$ cat src/rtl/data_latch_array_if.sv
// Stream, control and status bundle for the serial-to-parallel frame capture block.
// The master side offers words and commands. The slave side is the capture block itself.
interface data_latch_array_if #(
  parameter int STAGE  = 8,
  parameter int DWIDTH = 8,
  parameter int FCW    = 16
);
  localparam int IW = $clog2(STAGE);

  logic                    start;
  logic                    abort;
  logic                    cont_mode;
  logic                    in_valid;
  logic [DWIDTH-1:0]       in_data;
  logic                    clr_err;
  logic                    in_ready;
  logic [STAGE*DWIDTH-1:0] data_q;
  logic                    frame_done;
  logic                    cnt_clr;
  logic                    busy;
  logic [IW-1:0]           fill_idx;
  logic [FCW-1:0]          frame_count;
  logic                    overrun;

  modport master (
    output start, abort, cont_mode, in_valid, in_data, clr_err,
    input  in_ready, data_q, frame_done, cnt_clr, busy, fill_idx, frame_count, overrun
  );

  modport slave (
    input  start, abort, cont_mode, in_valid, in_data, clr_err,
    output in_ready, data_q, frame_done, cnt_clr, busy, fill_idx, frame_count, overrun
  );
endinterface

$ cat src/rtl/data_latch_array.sv
// Collects STAGE words from a valid/ready stream into a shadow bank.
// The completed frame is then moved to the parallel output bank in a single edge.
module data_latch_array #(
  parameter int STAGE   = 8,
  parameter int DWIDTH  = 8,
  parameter int REVERSE = 0,
  parameter int FCW     = 16
) (
  input  logic                clk,
  input  logic                rst,
  data_latch_array_if.slave   bus
);
  localparam int IW = $clog2(STAGE);
  localparam logic [IW-1:0] LAST_IDX = IW'(STAGE - 1);

  typedef enum logic [1:0] {IDLE = 2'd0, CAPTURE = 2'd1, DONE = 2'd2} state_t;
  typedef logic [STAGE-1:0][DWIDTH-1:0] bank_t;

  state_t         state_q, state_d;
  logic [IW-1:0]  fill_idx_q, fill_idx_d;
  bank_t          shadow_q, shadow_d;
  bank_t          bank_q, bank_d;
  logic           frame_done_q, frame_done_d;
  logic [FCW-1:0] frame_count_q, frame_count_d;
  logic           overrun_q, overrun_d;
  logic           beat;
  logic           last_beat;
  logic [IW-1:0]  slot;

  function automatic logic [IW-1:0] slot_of(input logic [IW-1:0] idx);
    if (REVERSE != 0) return LAST_IDX - idx;
    return idx;
  endfunction

  assign beat      = (state_q == CAPTURE) && bus.in_valid;
  assign last_beat = beat && (fill_idx_q == LAST_IDX);
  assign slot      = slot_of(fill_idx_q);

  always_comb begin
    state_d       = state_q;
    fill_idx_d    = fill_idx_q;
    shadow_d      = shadow_q;
    bank_d        = bank_q;
    frame_done_d  = 1'b0;
    frame_count_d = frame_count_q;
    overrun_d     = overrun_q;

    // A start that cannot be honoured outranks a simultaneous clear.
    if (bus.start && (state_q != IDLE)) overrun_d = 1'b1;
    else if (bus.clr_err)               overrun_d = 1'b0;

    if (bus.abort) begin
      state_d    = IDLE;
      fill_idx_d = '0;
      shadow_d   = '0;
    end else begin
      unique case (state_q)
        IDLE: begin
          if (bus.start) begin
            state_d    = CAPTURE;
            fill_idx_d = '0;
          end
        end
        CAPTURE: begin
          if (beat) begin
            shadow_d[slot] = bus.in_data;
            if (last_beat) begin
              // Final word is merged so every output slot changes on the same edge.
              bank_d        = shadow_d;
              frame_done_d  = 1'b1;
              frame_count_d = frame_count_q + FCW'(1);
              fill_idx_d    = '0;
              state_d       = DONE;
            end else begin
              fill_idx_d = fill_idx_q + IW'(1);
            end
          end
        end
        DONE:    state_d = bus.cont_mode ? CAPTURE : IDLE;
        default: state_d = IDLE;
      endcase
    end
  end

  always_ff @(posedge clk) begin
    if (rst) begin
      state_q       <= IDLE;
      fill_idx_q    <= '0;
      shadow_q      <= '0;
      bank_q        <= '0;
      frame_done_q  <= 1'b0;
      frame_count_q <= '0;
      overrun_q     <= 1'b0;
    end else begin
      state_q       <= state_d;
      fill_idx_q    <= fill_idx_d;
      shadow_q      <= shadow_d;
      bank_q        <= bank_d;
      frame_done_q  <= frame_done_d;
      frame_count_q <= frame_count_d;
      overrun_q     <= overrun_d;
    end
  end

  assign bus.in_ready    = (state_q == CAPTURE);
  assign bus.busy        = (state_q != IDLE);
  assign bus.cnt_clr     = last_beat;
  assign bus.data_q      = bank_q;
  assign bus.frame_done  = frame_done_q;
  assign bus.fill_idx    = fill_idx_q;
  assign bus.frame_count = frame_count_q;
  assign bus.overrun     = overrun_q;
endmodule

$ cat src/flat_wrapper.sv
// flat-port wrapper written by rule: the top's interface ports become plain ports
module data_latch_array_flat 
#(
  parameter int STAGE   = 8,
  parameter int DWIDTH  = 8,
  parameter int REVERSE = 0,
  parameter int FCW     = 16
)
  (clk, rst, bus_start, bus_abort, bus_cont_mode, bus_in_valid, bus_in_data, bus_clr_err, bus_in_ready, bus_data_q, bus_frame_done, bus_cnt_clr, bus_busy, bus_fill_idx, bus_frame_count, bus_overrun);
  data_latch_array_if #(.STAGE(STAGE), .DWIDTH(DWIDTH), .FCW(FCW)) bus_i ();
  input  logic clk;
  input  logic rst;
  input wire logic [$bits(bus_i.start)-1:0] bus_start;
  input wire logic [$bits(bus_i.abort)-1:0] bus_abort;
  input wire logic [$bits(bus_i.cont_mode)-1:0] bus_cont_mode;
  input wire logic [$bits(bus_i.in_valid)-1:0] bus_in_valid;
  input wire logic [$bits(bus_i.in_data)-1:0] bus_in_data;
  input wire logic [$bits(bus_i.clr_err)-1:0] bus_clr_err;
  output wire logic [$bits(bus_i.in_ready)-1:0] bus_in_ready;
  output wire logic [$bits(bus_i.data_q)-1:0] bus_data_q;
  output wire logic [$bits(bus_i.frame_done)-1:0] bus_frame_done;
  output wire logic [$bits(bus_i.cnt_clr)-1:0] bus_cnt_clr;
  output wire logic [$bits(bus_i.busy)-1:0] bus_busy;
  output wire logic [$bits(bus_i.fill_idx)-1:0] bus_fill_idx;
  output wire logic [$bits(bus_i.frame_count)-1:0] bus_frame_count;
  output wire logic [$bits(bus_i.overrun)-1:0] bus_overrun;
  assign bus_i.start = bus_start;
  assign bus_i.abort = bus_abort;
  assign bus_i.cont_mode = bus_cont_mode;
  assign bus_i.in_valid = bus_in_valid;
  assign bus_i.in_data = bus_in_data;
  assign bus_i.clr_err = bus_clr_err;
  assign bus_in_ready = bus_i.in_ready;
  assign bus_data_q = bus_i.data_q;
  assign bus_frame_done = bus_i.frame_done;
  assign bus_cnt_clr = bus_i.cnt_clr;
  assign bus_busy = bus_i.busy;
  assign bus_fill_idx = bus_i.fill_idx;
  assign bus_frame_count = bus_i.frame_count;
  assign bus_overrun = bus_i.overrun;
  data_latch_array #(.STAGE(STAGE), .DWIDTH(DWIDTH), .REVERSE(REVERSE), .FCW(FCW)) u_core (.clk(clk), .rst(rst), .bus(bus_i));
endmodule
$ cat config.mk
export PLATFORM = sky130hd
export DESIGN_NAME = data_latch_array_flat
export DESIGN_NICKNAME = d
export VERILOG_FILES = /design/src/rtl/data_latch_array_if.sv /design/src/rtl/data_latch_array.sv /design/src/flat_wrapper.sv
export SDC_FILE = /design/constraint.sdc
export NUM_CORES = 1
export LEC_CHECK = 0
export CORE_ASPECT_RATIO = 1.2
export CORE_MARGIN = 2
export CORE_UTILIZATION = 57
export DETAILED_ROUTE_END_ITERATION = 6
export PLACE_DENSITY = 0.85
export SLEW_MARGIN = 10
export SYNTH_ARGS = -nofsm -noshare
export SYNTH_HDL_FRONTEND = slang
export SYNTH_SLANG_ARGS = --single-unit
$ cat constraint.sdc
create_clock -name clk -period 3.5 [get_ports clk]
set_input_delay 0.35 -clock clk [delete_from_list [all_inputs] [get_ports clk]]
set_output_delay 0.35 -clock clk [all_outputs]
set_load 0.005 [all_outputs]
==> results by stage <==
Drt:
- The residual antenna-violating net count after detailed routing is 0.
- The total via count in the routed design is 5460.
- The DRC violation total after the first TritonRoute iteration is 383.
- The detailed-route vias per instance is 5.96.
- For this run, design rule violations remaining after detail routing come to 0.
- The routed length per placed instance is 16.9 um.
- For this block, the routed nets add up to 15.5 mm of wire.
- The first TritonRoute pass finished after 5 iterations.

Clock tree:
- The maximum count of clock buffers along a single path is 2.
- The clock sink count is 151.
- The number of hold buffers added after CTS was 0.
- The CTS tree is built.
- Clock tree synthesis selected as its root buffer the cell sky130_fd_sc_hd__clkbuf_16.
- In this run the post-CTS setup repair buffer count came out at 0.
- The worst-skew pair later-pin latency is 0.42 ns.
- The clock input transition at the sequential cells of the worst setup and hold paths is 0.06 ns.
- In this run, CTS created clock tree buffers numbering 17.
- Post-CTS repair changed the size of 0 cells.
- The maximum level of the CTS H-tree is 4.

Critical path:
- The number of buffers and inverters on the critical path is 1.
- The startpoint of the worst setup timing path is u_core.bus.fill_idx[0].
- The worst setup path is launched from a flop.
- The startpoint identified for the worst register-to-register timing path is u_core.bus.fill_idx[0].
- Among cell families on the critical path, the largest total delay comes from flip-flops.
- The slowest cell on the critical path is sky130_fd_sc_hd__dfxtp_1.
- The number of cells traversed by the worst register-to-register path is 6.
- For the worst setup path, the data required time is 3.15 ns.
- The slack of the worst reg-to-reg path is 1.02 ns.
- The arrival time at the worst endpoint is 2.23 ns.
- The critical path runs through a total of 4 cells.
- The cell with the most instances on the worst path is sky130_fd_sc_hd__ha_1.
- The critical path capture point type is an output pin.
- The signal on the critical path passes through ha_1 > ha_1 > and2_1 > clkdlybuf4s50_1.
- The category of the critical setup timing path is reg -> out.
- The largest incremental delay on the critical path is 0.57 ns.
- The worst setup path endpoint is bus_cnt_clr.
- In this run the worst path has a maximum fanout of 12.
- The endpoint identified for the worst register-to-register timing path is u_core.bus.data_q[25].

Floorplan:
- For this configuration, the core starts out at a cell density of 0.588.
- The number of top-level pins is 103.
- In this run the standard cell core region covers 10600 um^2.
- The die covers 11700 um^2.
- The floorplan die width is 99.3 um.
- In this run the vertical extent of the chip is 118 um.
- In this run the core area contains 41 standard-cell rows.

Global routing:
- The pin count of the biggest net entering global routing is 84.
- The global-route wire length before repair is 25.1 mm.
- The number of global-route vias before repair came to 5119.
- The initial antenna violation count is 0.
- Global routing finished with a remaining overflow of 0.
- The global-route usage over all layers is 0.264.

Power and ir drop:
- VDD sags by at most 0.273 mV.
- Dividing total power by cell area gives a power density of 493 nW/um^2.
- Summed over all cells, the static leakage comes to 2.71 nW.

Logic synthesis:
- Of the total synthesized cell area, the portion taken by AND, OR, NAND and NOR gates is 0.168.
- The xor and xnor fraction of the mapped netlist area is 0.0113.
- The cell area after synthesis is 6210 um^2.
- The number of enable flip-flop cells after synthesis is 0.
- The unique cell type count in the Yosys netlist is 34.
- Of all flip-flops after synthesis, the portion carrying an async set or reset was 0.
- After synthesis, the mean cell area works out to 8.78 um^2.
- The compound-cell area share of the yosys netlist was 0.172.
- Counting every net in the synthesized netlist gives 725.
- Synthesis produced a netlist whose cell count is 707.
- The share of synthesized area in the top cell type comes to 0.487.
- By area, the combinational part of the netlist is dominated by compound AO/OA/AOI/OAI gates.
- The most common flop cell mapped by yosys is sky130_fd_sc_hd__dfxtp_1.
- For this run, the register share of the synthesized area comes to 0.487.
- Ranked by total cell area, the synthesized netlist is headed by sky130_fd_sc_hd__dfxtp_1 (49%), sky130_fd_sc_hd__mux2i_1 (11%), sky130_fd_sc_hd__a211oi_1 (7.7%).
- The post-synthesis share of cell area spent on full adders, half adders and majority gates is 0.00604.
- The synthesized design spends more area on one cell type than any other, namely sky130_fd_sc_hd__dfxtp_1.
- Synthesis inferred 151 register bits.
- Measured against the total synthesized area, the mux share comes to 0.106.
- The total number of yosys warnings is 0.

Placement:
- The worst-case setup slack after placement is 1.15 ns.
- Detailed placement finished with a half-perimeter wire length of 9.59 mm.
- The congestion estimate from routability-driven global placement came to 0.856.
- Buffers placed on the I/O ports in this run total 102.

STA:
- Dividing the final minimum period by the clock period gives 0.737.
- The final critical-path setup slack is 0.921 ns.
- At the pin with the least slew margin, the transition time is 1.12 ns.
- In this run the tightest slew margin relative to its limit is 0.252.
- Adding up every negative setup slack in the final design gives 0 ns.
- The top achievable clock speed is 388 MHz.
- The clock period could shrink to 2.58 ns.
- The clock arrives with 0.00587 ns of skew.
- Setup repair after global routing left no endpoint under its margin.
- The number of endpoints with negative hold slack in the final report is 0.
- The number of setup violations in the final report is 0.
- The worst hold slack across all endpoints is 0.455 ns.
- The final count of pins violating max slew is 0.

Cells and area:
- After filler insertion, the fill cell instance count of the layout stands at 728.
- At the end of the flow, the number of nets in the layout was 792.
- The layout overhead on the synthesized area is 26.6%.
- The share of cells above drive strength 1 is 0.0623.
- The fraction of the core area covered by cells at the end of the flow is 0.744.
- The number of antenna diodes in the final layout is 0.
- The commonest non-fill, non-tap cell in the layout is sky130_fd_sc_hd__dfxtp_1.
- In the layout the commonest cells are sky130_fd_sc_hd__dfxtp_1 (151), sky130_fd_sc_hd__clkdlybuf4s50_1 (101), sky130_fd_sc_hd__nor2_1 (84), sky130_fd_sc_hd__nand2_1 (79), sky130_fd_sc_hd__a21oi_1 (76).

Hold path:
- The startpoint identified for the worst hold timing path is u_core.shadow_q[17].
- The path class of the tightest hold or removal check is reg -> reg.

Job:
- The reported max-cap violation count is 0.

Status:
- The flow ran to the end, and the final reports show no timing, DRC or antenna violations.
[cell families after synthesis]
| family | after synthesis |
|---|---|
| buffers and inverters | 67 |
| xor gates and xnor gates | 8 |
| DFF | 151 |
| adders and majority gates | 3 |
| and+or+nand+nor | 231 |
| muxes | 66 |
| AOI/OAI and AO/OA | 181 |
[power breakdown]
group	total (mW)	leakage [nW]	switching, mW	internal (mW)
clock	2.04	0.319	0.692	1.35
sequential	1.72	1.22	0.00191	1.72
combinational	0.109	1.18	0.0792	0.0302
total	3.88	2.71	0.773	3.10
[worst min-delay path by stage]
stage	end	slack [ns]	cells past startpoint
CTS	u_core.shadow_q[15]	0.45	2
global route	u_core.shadow_q[17]	0.47	2
floorplan	u_core.shadow_q[0]	0.44	2
detailed placement	u_core.shadow_q[38]	0.45	2
finish	u_core.shadow_q[17]	0.46	2
global placement	u_core.shadow_q[38]	0.44	2
[final cells by class]
class                           instances  area, um^2  share of cell area
Clock inverter                         13         226              0.0288
Sequential cell                       151        3020               0.385
Timing Repair Buffer                  113        1100               0.140
Clock buffer                           19         443              0.0564
Multi-Input combinational cell        489        2900               0.369
Inverter                                2        7.51            0.000955
Tap cell                              129         161              0.0205
[tightest hold or removal path: cells and delay by family, from the launching register on]
family | cells | cell delay [ns]
flip-flops | 1 | 0.31
AND/OR/NAND/NOR | 1 | 0.05
AO/OA/AOI/OAI | 1 | 0.05
[Yosys cell counts (2+ instances only)]
library cell               number
sky130_fd_sc_hd__and3_1         2
sky130_fd_sc_hd__a22oi_1        2
sky130_fd_sc_hd__nor2b_1        3
sky130_fd_sc_hd__buf_2         26
sky130_fd_sc_hd__nand4_1        4
sky130_fd_sc_hd__a21oi_1       76
sky130_fd_sc_hd__buf_1          2
sky130_fd_sc_hd__nor2_1        84
sky130_fd_sc_hd__xnor2_1        5
sky130_fd_sc_hd__o21ai_0       39
sky130_fd_sc_hd__nor3_1         2
sky130_fd_sc_hd__nand3b_1       4
sky130_fd_sc_hd__dfxtp_1      151
sky130_fd_sc_hd__ha_1           3
sky130_fd_sc_hd__nand3_1       29
sky130_fd_sc_hd__xor2_1         3
sky130_fd_sc_hd__inv_1          2
sky130_fd_sc_hd__clkbuf_1      34
sky130_fd_sc_hd__a211oi_1      64
sky130_fd_sc_hd__and4_1         4
sky130_fd_sc_hd__nand2_1       79
sky130_fd_sc_hd__mux2i_1       66
sky130_fd_sc_hd__nor3b_1        3
sky130_fd_sc_hd__or3_1          7
sky130_fd_sc_hd__buf_6          2
sky130_fd_sc_hd__and2_1         3
[metal layers]
layer	global-route usage	part of all wire
met1	0.329	0.41
met2	0.438	0.49
met5	0	0
met3	0.0556	0.070
met4	0.118	0.032
[stage by stage]
stage / instance area (um^2) / cells / total power, mW
finish: 7860 / 916 / 3.88
global route: 7860 / 916 / 3.97
CTS: 7860 / 916 / 3.89
detailed placement: 7190 / 884 / 1.87
global placement: 7190 / 884 / 1.86
floorplan: 6210 / 707 / 1.82
[state kept, by name (all words and copies together) (netlist names)]
signal,flops
u_core.bus.frame_done,1
u_core.state_q,2
u_core.bus.data_q,64
u_core.bus.overrun,1
u_core.bus.fill_idx,3
u_core.bus.frame_count,16
u_core.shadow_q,64
(Power assumes the default switching activity.)
